===== config.mk =====
export PLATFORM = sky130hd
export DESIGN_NAME = seg_scan_decoder
export DESIGN_NICKNAME = d
export VERILOG_FILES = /design/src/rtl/seg_scan_decoder_pkg.sv /design/src/rtl/seg_glyph_decode.sv /design/src/rtl/seg_scan_decoder.sv
export SDC_FILE = /design/constraint.sdc
export NUM_CORES = 1
export LEC_CHECK = 0
export BUFFER_PORTS_ARGS = -buffer_cell sky130_fd_sc_hd__buf_2
export CAP_MARGIN = 30
export CORE_MARGIN = 2
export CORE_UTILIZATION = 40
export DETAILED_ROUTE_END_ITERATION = 10
export PLACE_DENSITY_LB_ADDON = 0.15
export SLEW_MARGIN = 5
export SYNTH_ARGS = -nofsm -noshare
export SYNTH_HDL_FRONTEND = slang
export SYNTH_HIERARCHICAL = 1
export SYNTH_SLANG_ARGS = --single-unit

===== constraint.sdc =====
create_clock -name clk -period 3.2 [get_ports clk]
set_clock_uncertainty 0.15 [all_clocks]
set_input_delay 0.96 -clock clk [delete_from_list [all_inputs] [get_ports clk]]
set_output_delay 0.96 -clock clk [all_outputs]
set_load 0.01 [all_outputs]

===== src/rtl/seg_scan_decoder_pkg.sv =====
// Shared 7-segment glyph encodings (active-low {g,f,e,d,c,b,a}) and scan-decoder FSM states.
// Used by both the display encoder and the loopback decoder so both ends agree on glyphs.
package seg_scan_decoder_pkg;

  localparam logic [6:0] SEG_0     = 7'h40;
  localparam logic [6:0] SEG_1     = 7'h79;
  localparam logic [6:0] SEG_2     = 7'h24;
  localparam logic [6:0] SEG_3     = 7'h30;
  localparam logic [6:0] SEG_4     = 7'h19;
  localparam logic [6:0] SEG_5     = 7'h12;
  localparam logic [6:0] SEG_6     = 7'h02;
  localparam logic [6:0] SEG_7     = 7'h78;
  localparam logic [6:0] SEG_8     = 7'h00;
  localparam logic [6:0] SEG_9     = 7'h10;
  localparam logic [6:0] SEG_A     = 7'h08;
  localparam logic [6:0] SEG_B     = 7'h03;
  localparam logic [6:0] SEG_C     = 7'h46;
  localparam logic [6:0] SEG_D     = 7'h21;
  localparam logic [6:0] SEG_E     = 7'h06;
  localparam logic [6:0] SEG_F     = 7'h0E;
  localparam logic [6:0] SEG_BLANK = 7'h7F;

  localparam logic [0:0] ST_SETTLE = 1'b0;
  localparam logic [0:0] ST_HELD   = 1'b1;

  typedef struct packed {
    logic       legal;
    logic       blank;
    logic [3:0] nibble;
  } glyph_t;

  // {single digit enabled, digit index}; anything other than exactly one low bit is not a digit.
  function automatic logic [2:0] an_select(input logic [3:0] an);
    case (an)
      4'hE:    an_select = 3'b100;
      4'hD:    an_select = 3'b101;
      4'hB:    an_select = 3'b110;
      4'h7:    an_select = 3'b111;
      default: an_select = 3'b000;
    endcase
  endfunction

endpackage


===== src/rtl/seg_glyph_decode.sv =====
// Combinational segment pattern -> {legal, blank, nibble}; blank and illegal patterns give nibble 0.
module seg_glyph_decode
  import seg_scan_decoder_pkg::*;
(
  input  logic [6:0] seg,
  output glyph_t     glyph
);

  always_comb begin
    glyph = '{legal: 1'b1, blank: 1'b0, nibble: 4'h0};
    case (seg)
      SEG_0:     glyph.nibble = 4'h0;
      SEG_1:     glyph.nibble = 4'h1;
      SEG_2:     glyph.nibble = 4'h2;
      SEG_3:     glyph.nibble = 4'h3;
      SEG_4:     glyph.nibble = 4'h4;
      SEG_5:     glyph.nibble = 4'h5;
      SEG_6:     glyph.nibble = 4'h6;
      SEG_7:     glyph.nibble = 4'h7;
      SEG_8:     glyph.nibble = 4'h8;
      SEG_9:     glyph.nibble = 4'h9;
      SEG_A:     glyph.nibble = 4'hA;
      SEG_B:     glyph.nibble = 4'hB;
      SEG_C:     glyph.nibble = 4'hC;
      SEG_D:     glyph.nibble = 4'hD;
      SEG_E:     glyph.nibble = 4'hE;
      SEG_F:     glyph.nibble = 4'hF;
      SEG_BLANK: glyph.blank  = 1'b1;
      default:   glyph.legal  = 1'b0;
    endcase
  end

endmodule


===== src/rtl/seg_scan_decoder.sv =====
// Loopback monitor for the scanned an/seg display lines: settles, decodes and assembles 4-digit frames.
// frame_valid pulses 1 + SETTLE_CYCLES + 1 cycles after the last digit's lines stabilise; no backpressure.
module seg_scan_decoder
  import seg_scan_decoder_pkg::*;
#(
  parameter int SETTLE_CYCLES  = 4,
  parameter int TIMEOUT_CYCLES = 4096
) (
  input  logic        clk,
  input  logic        reset,
  input  logic [3:0]  an,
  input  logic [6:0]  seg,
  output logic [15:0] digits,
  output logic [3:0]  blank,
  output logic        frame_valid,
  output logic        bad_pattern,
  output logic        stale
);

  localparam int SW = (SETTLE_CYCLES > 1) ? $clog2(SETTLE_CYCLES) : 1;
  localparam int TW = $clog2(TIMEOUT_CYCLES);
  localparam logic [SW-1:0] SETTLE_LAST  = SW'(SETTLE_CYCLES - 1);
  localparam logic [TW-1:0] TIMEOUT_LAST = TW'(TIMEOUT_CYCLES - 1);

  logic [3:0]    an_q;
  logic [6:0]    seg_q;
  logic [0:0]    state;
  logic [SW-1:0] settle_cnt;
  logic [TW-1:0] timeout_cnt;
  logic [3:0]    seen;
  logic [15:0]   digit_buf;
  logic [3:0]    blank_buf;
  glyph_t        glyph;
  logic          changed, attempt, one_digit, capture, timeout_hit;
  logic [1:0]    idx;

  seg_glyph_decode u_glyph_decode (
    .seg   (seg_q),
    .glyph (glyph)
  );

  // A change is seen as the new sample is registered, so the held copy never lags the decision.
  assign changed          = {an, seg} != {an_q, seg_q};
  assign attempt          = (state == ST_SETTLE) && !changed && (settle_cnt == SETTLE_LAST);
  assign {one_digit, idx} = an_select(an_q);
  assign capture          = attempt && one_digit && glyph.legal;
  assign timeout_hit      = !capture && (timeout_cnt == TIMEOUT_LAST);

  always_ff @(posedge clk or posedge reset) begin
    if (reset) begin
      an_q  <= 4'hF;
      seg_q <= SEG_BLANK;
    end else begin
      an_q  <= an;
      seg_q <= seg;
    end
  end

  always_ff @(posedge clk or posedge reset) begin
    if (reset) begin
      state      <= ST_SETTLE;
      settle_cnt <= '0;
    end else if (changed) begin
      state      <= ST_SETTLE;
      settle_cnt <= '0;
    end else if (state == ST_SETTLE) begin
      if (settle_cnt == SETTLE_LAST) state <= ST_HELD;
      else settle_cnt <= settle_cnt + 1'b1;
    end
  end

  always_ff @(posedge clk or posedge reset) begin
    if (reset) begin
      timeout_cnt <= '0;
      stale       <= 1'b0;
    end else if (capture) begin
      timeout_cnt <= '0;
      stale       <= 1'b0;
    end else if (timeout_cnt == TIMEOUT_LAST) begin
      stale <= 1'b1;
    end else begin
      timeout_cnt <= timeout_cnt + 1'b1;
    end
  end

  always_ff @(posedge clk or posedge reset) begin
    if (reset) begin
      seen        <= 4'h0;
      digit_buf   <= 16'h0;
      blank_buf   <= 4'hF;
      digits      <= 16'h0;
      blank       <= 4'hF;
      frame_valid <= 1'b0;
      bad_pattern <= 1'b0;
    end else begin
      frame_valid <= (seen == 4'hF);
      if (seen == 4'hF) begin
        digits <= digit_buf;
        blank  <= blank_buf;
        seen   <= 4'h0;
      end else if (capture) begin
        seen[idx] <= 1'b1;
      end else if (timeout_hit) begin
        seen <= 4'h0;
      end
      if (capture) begin
        digit_buf[{idx, 2'b00} +: 4] <= glyph.nibble;
        blank_buf[idx]               <= glyph.blank;
      end
      if (attempt && one_digit && !glyph.legal) bad_pattern <= 1'b1;
    end
  end

endmodule


==> impl_results.rst <==
.. list-table::
   :header-rows: 1

   * - Metric
     - Value
   * - Setup fix buffers added after clock tree synthesis
     - 0
   * - Number of slew-limit violations in the final report
     - 0
   * - Initial DRC Count
     - 47
   * - Worst-case headroom to the max-slew limit
     - 0.692
   * - Syn Inst Count
     - between 300 and 400
   * - Ant. Diodes
     - 0
   * - Start point of the critical path
     - seg_q[3]
   * - GRT Util Overall
     - 0.150
   * - Via count of the first global-routing pass
     - between 2000 and 2500
   * - Cells resized by post-CTS repair
     - 0
   * - Largest net degree at the start of global routing
     - 58
   * - Number of antenna violations at the first check in global routing
     - 0
   * - Switching Fraction
     - 0.289
   * - Critical path's top delay family
     - compound AO/OA/AOI/OAI gates
   * - Cell with the most instances after synthesis
     - sky130_fd_sc_hd__nand2_1
   * - Final critical-path share of the clock period
     - 0.926
   * - Filler Cells Inserted
     - roughly 860
   * - Total net switching power
     - 646 uW
   * - Minimum period implied by the final worst setup slack
     - roughly 3 ns
   * - Yosys reg bits
     - 73
   * - Area after detailed placement
     - ~3900 um^2
   * - Critical path cell sequence
     - nor2b_4 -> mux2_4 -> a2111oi_4 -> o211ai_2 -> and3b_1 -> nand4_1 -> nor4_4 -> buf_4 -> buf_4 -> o211ai_1 -> o21ai_0
   * - Cells taking the most area after synthesis
     - sky130_fd_sc_hd__dfrtp_1, sky130_fd_sc_hd__dfstp_2, sky130_fd_sc_hd__nand2_1
   * - Max Clk Rate
     - 338 MHz
   * - Design Area, Final
     - roughly 4100 um^2
   * - Portion of synthesized cell area occupied by the leading cell type
     - 0.374
   * - Netlist cell types
     - between 50 and 60
   * - CP Launch Type
     - flip-flop
   * - Global-route wire length before repair
     - 11800 um
   * - Via density per instance
     - a little over 5
   * - Unrepaired setup endpoints after global routing
     - false
   * - Class of the tightest hold or removal check
     - flip-flop to flip-flop
   * - Number of buffers created by CTS
     - 9
   * - Count of buffers inserted at the top-level ports
     - 35
   * - Sinks on Clock Net
     - 73
   * - Max-cap viol count
     - 0
   * - Remaining antenna violation count after routing
     - 0
   * - Drt wl/cell
     - approximately 14 um
   * - Synth Cell Area
     - 3610 um^2
   * - Nets in the synthesized netlist
     - roughly 380
   * - Worst skew pair latency
     - approximately 0.34 ns
   * - Post-route DRC
     - 0
   * - Comb power frac
     - 0.198
   * - Number of nets at the end of the flow
     - 417
   * - Syn. warnings
     - 6
   * - Outcome
     - completed
   * - Synth Area per Inst
     - a little over 10 um^2
   * - Async set or reset register ratio after synthesis
     - 1.00
   * - Number of placed cells counting well taps
     - 491
   * - Delay of the slowest cell on the worst path
     - roughly 0.64 ns
   * - X dimension of the die
     - about 99 um
   * - Slew at the pin closest to its max-slew limit
     - about 0.46 ns
   * - Clock-pin transition on the worst setup and hold timing paths
     - roughly 0.080 ns
   * - Number of enable flip-flop cells after synthesis
     - 0
   * - Core Area
     - 8720 um^2
   * - Share of synthesized area occupied by flip-flops and latches
     - 0.513
   * - Routability congestion estimate
     - about 0.86
   * - Worst VDD drop
     - approximately 0.00021 V
   * - Number of hold violations in the final report
     - 0
   * - Ranking of synthesized cells by instance count
     - sky130_fd_sc_hd__nand2_1, sky130_fd_sc_hd__dfrtp_1, sky130_fd_sc_hd__nor2_1, sky130_fd_sc_hd__inv_1, sky130_fd_sc_hd__o21ai_0
   * - Relative contribution of the clock network to total power
     - 0.357
   * - CP Max Fanout
     - 10
   * - First-pass iteration count of the detailed router
     - 4
   * - Die outline height
     - roughly 99 um
   * - Layout overhead on the synthesized area
     - 14.3%
   * - Grt total ovfl
     - 0
   * - Final HPWL DP
     - around 5000 um
   * - Root buffer cell
     - sky130_fd_sc_hd__clkbuf_8
   * - Area enclosed by the die boundary
     - between 9000 and 10000 um^2
   * - Vias post-DR
     - around 2600
   * - Hold_sp
     - blank_buf[3]
   * - Internal power
     - approximately 1.6 mW
   * - Library cell contributing the largest single delay on the critical path
     - sky130_fd_sc_hd__dfstp_2
   * - Worst Setup End Kind
     - flip-flop
   * - Portion of total power attributed to sequential cells
     - 0.445
   * - Initial core utilization
     - 0.414
   * - Leakage Power
     - between 2 and 2.5 nW
   * - Total Negative Setup Slacks
     - 0 ns
   * - Post-synthesis cell type with the largest combined area
     - sky130_fd_sc_hd__dfrtp_1
   * - Most used flip-flop cell after synthesis
     - sky130_fd_sc_hd__dfrtp_1
   * - WL final
     - about 6900 um
   * - Hold buffer count at cts
     - 0
   * - Ratio of total power to cell area
     - between 500 and 600 nW/um^2
   * - Number of buffers on the longest clock path
     - 2
   * - Buffer and inverter count on the worst path
     - 2
   * - CTS tree
     - done
   * - Reg-to-Reg Start
     - seg_q[3]
   * - Start-to-end type of the worst setup path
     - flip-flop to flip-flop
   * - Number of I/O pins
     - 36
   * - Endpoint arrival time on the critical path
     - 3.04 ns
   * - Total power draw
     - roughly 2.2 mW
   * - H-tree depth
     - 3
   * - Cell occurring most often along the worst timing path
     - sky130_fd_sc_hd__buf_4
   * - FP Rows
     - 34
   * - Fraction of layout cells with a size suffix above 1
     - 0.230
   * - Data required, critical path
     - around 3.3 ns
   * - Final number of setup-violating endpoints
     - 0
   * - Layout Cells excl Fill
     - approximately 500
==> cell families after synthesis <==
kind of cell               synth area share
adders and majority gates            0.0312
muxes                                0.0693
DFF                                   0.513
buffers and inverters                0.0409
xor gates and xnor gates             0.0558
AOI/OAI and AO/OA                    0.0884
and+or+nand+nor                       0.202
==> layout by cell type (no fill, tap or decap), types with 2 or more instances in the layout <==
cell                         count
sky130_fd_sc_hd__nor4b_1         3
sky130_fd_sc_hd__o21ai_0        20
sky130_fd_sc_hd__dfrtp_1        54
sky130_fd_sc_hd__nor3b_1         2
sky130_fd_sc_hd__and3_1          4
sky130_fd_sc_hd__nor2b_1         4
sky130_fd_sc_hd__buf_2          35
sky130_fd_sc_hd__o21ai_1         2
sky130_fd_sc_hd__o32a_1          2
sky130_fd_sc_hd__nand3_1        12
sky130_fd_sc_hd__nor3_1          2
sky130_fd_sc_hd__xor2_1          7
sky130_fd_sc_hd__a31oi_1         2
sky130_fd_sc_hd__and2_1          3
sky130_fd_sc_hd__clkinv_2        2
sky130_fd_sc_hd__dfstp_2        19
sky130_fd_sc_hd__ha_1            9
sky130_fd_sc_hd__nand2b_1        2
sky130_fd_sc_hd__inv_1          22
sky130_fd_sc_hd__a21oi_1         4
sky130_fd_sc_hd__nor2_1         26
sky130_fd_sc_hd__o22ai_1         4
sky130_fd_sc_hd__bufinv_16       2
sky130_fd_sc_hd__o211ai_1        2
sky130_fd_sc_hd__a21o_1          2
sky130_fd_sc_hd__buf_4           4
sky130_fd_sc_hd__mux2i_1        19
sky130_fd_sc_hd__nand2_1        63
sky130_fd_sc_hd__clkbuf_8        9
sky130_fd_sc_hd__clkinvlp_4      2
sky130_fd_sc_hd__mux2_2          4
sky130_fd_sc_hd__xnor2_1        16
sky130_fd_sc_hd__and3b_1         2
sky130_fd_sc_hd__nand4_1        12
==> per-layer routing <==
layer / vias to the layer above / wire (um) / GRT usage
met5: - / 0 / 0
met3: 11 / 300 / 0.0284
met2: 65 / 2980 / 0.218
met1: 1202 / 3530 / 0.219
li1: 1281 / - / -
met4: 0 / 114 / 0.0632
==> power groups by stage <==
stage	sequential, mW	clock (mW)	combinational [mW]
global placement	1.01	0	0.436
global route	1.00	0.868	0.514
detailed placement	1.01	0	0.441
CTS	0.996	0.822	0.446
finish	0.996	0.800	0.443
floorplan	0.999	0	0.384
==> final timing paths <==
path	to	slack, ns	cells after the start
worst max-delay path	seen[0]	0.24	11
worst max register to register	seen[0]	0.24	11
worst min-delay path	blank[3]	0.30	2
max in group asynchronous	an_q[0]	1.80	3
worst min register to register	blank[3]	0.30	2
min in group asynchronous	digits[1]	0.43	2
==> state kept, by name, indices dropped and copies added (netlist names) <==
name and count:
state 1, digit_buf 16, blank 4, seg_q 7, digits 16, frame_valid 1
an_q 4, stale 1, bad_pattern 1, blank_buf 4, seen 4, settle_cnt 2
timeout_cnt 12
==> worst reg2reg max path: cells and delay by family, from the launching register on <==
family	cells	cell delay, ns
buf+inv	2	0.31
compound gates	4	0.83
mux	1	0.32
simple gates	4	0.61
flops	1	0.64
==> per-stage QoR <==
step | util | setup WS (ns) | hold slack (ns)
after floorplan | - | 0.268 | 0.282
after detailed placement | 0.447 | 0.275 | 0.293
final | 0.473 | 0.238 | 0.305
after global placement | 0.447 | 0.364 | 0.296
after global routing | 0.473 | 0.0359 | 0.321
after CTS | 0.472 | 0.243 | 0.308
==> final cells by class <==
type                       count  area [um^2]  share of cell area
clock buffer                   9          124              0.0300
clock inverter                 7         93.8              0.0227
inverter                      23         86.3              0.0209
multi-input combinational    248         1610               0.391
sequential                    73         1850               0.448
tap                          108          135              0.0327
timing repair buffer          40          225              0.0546
(Power assumes the default switching activity.)
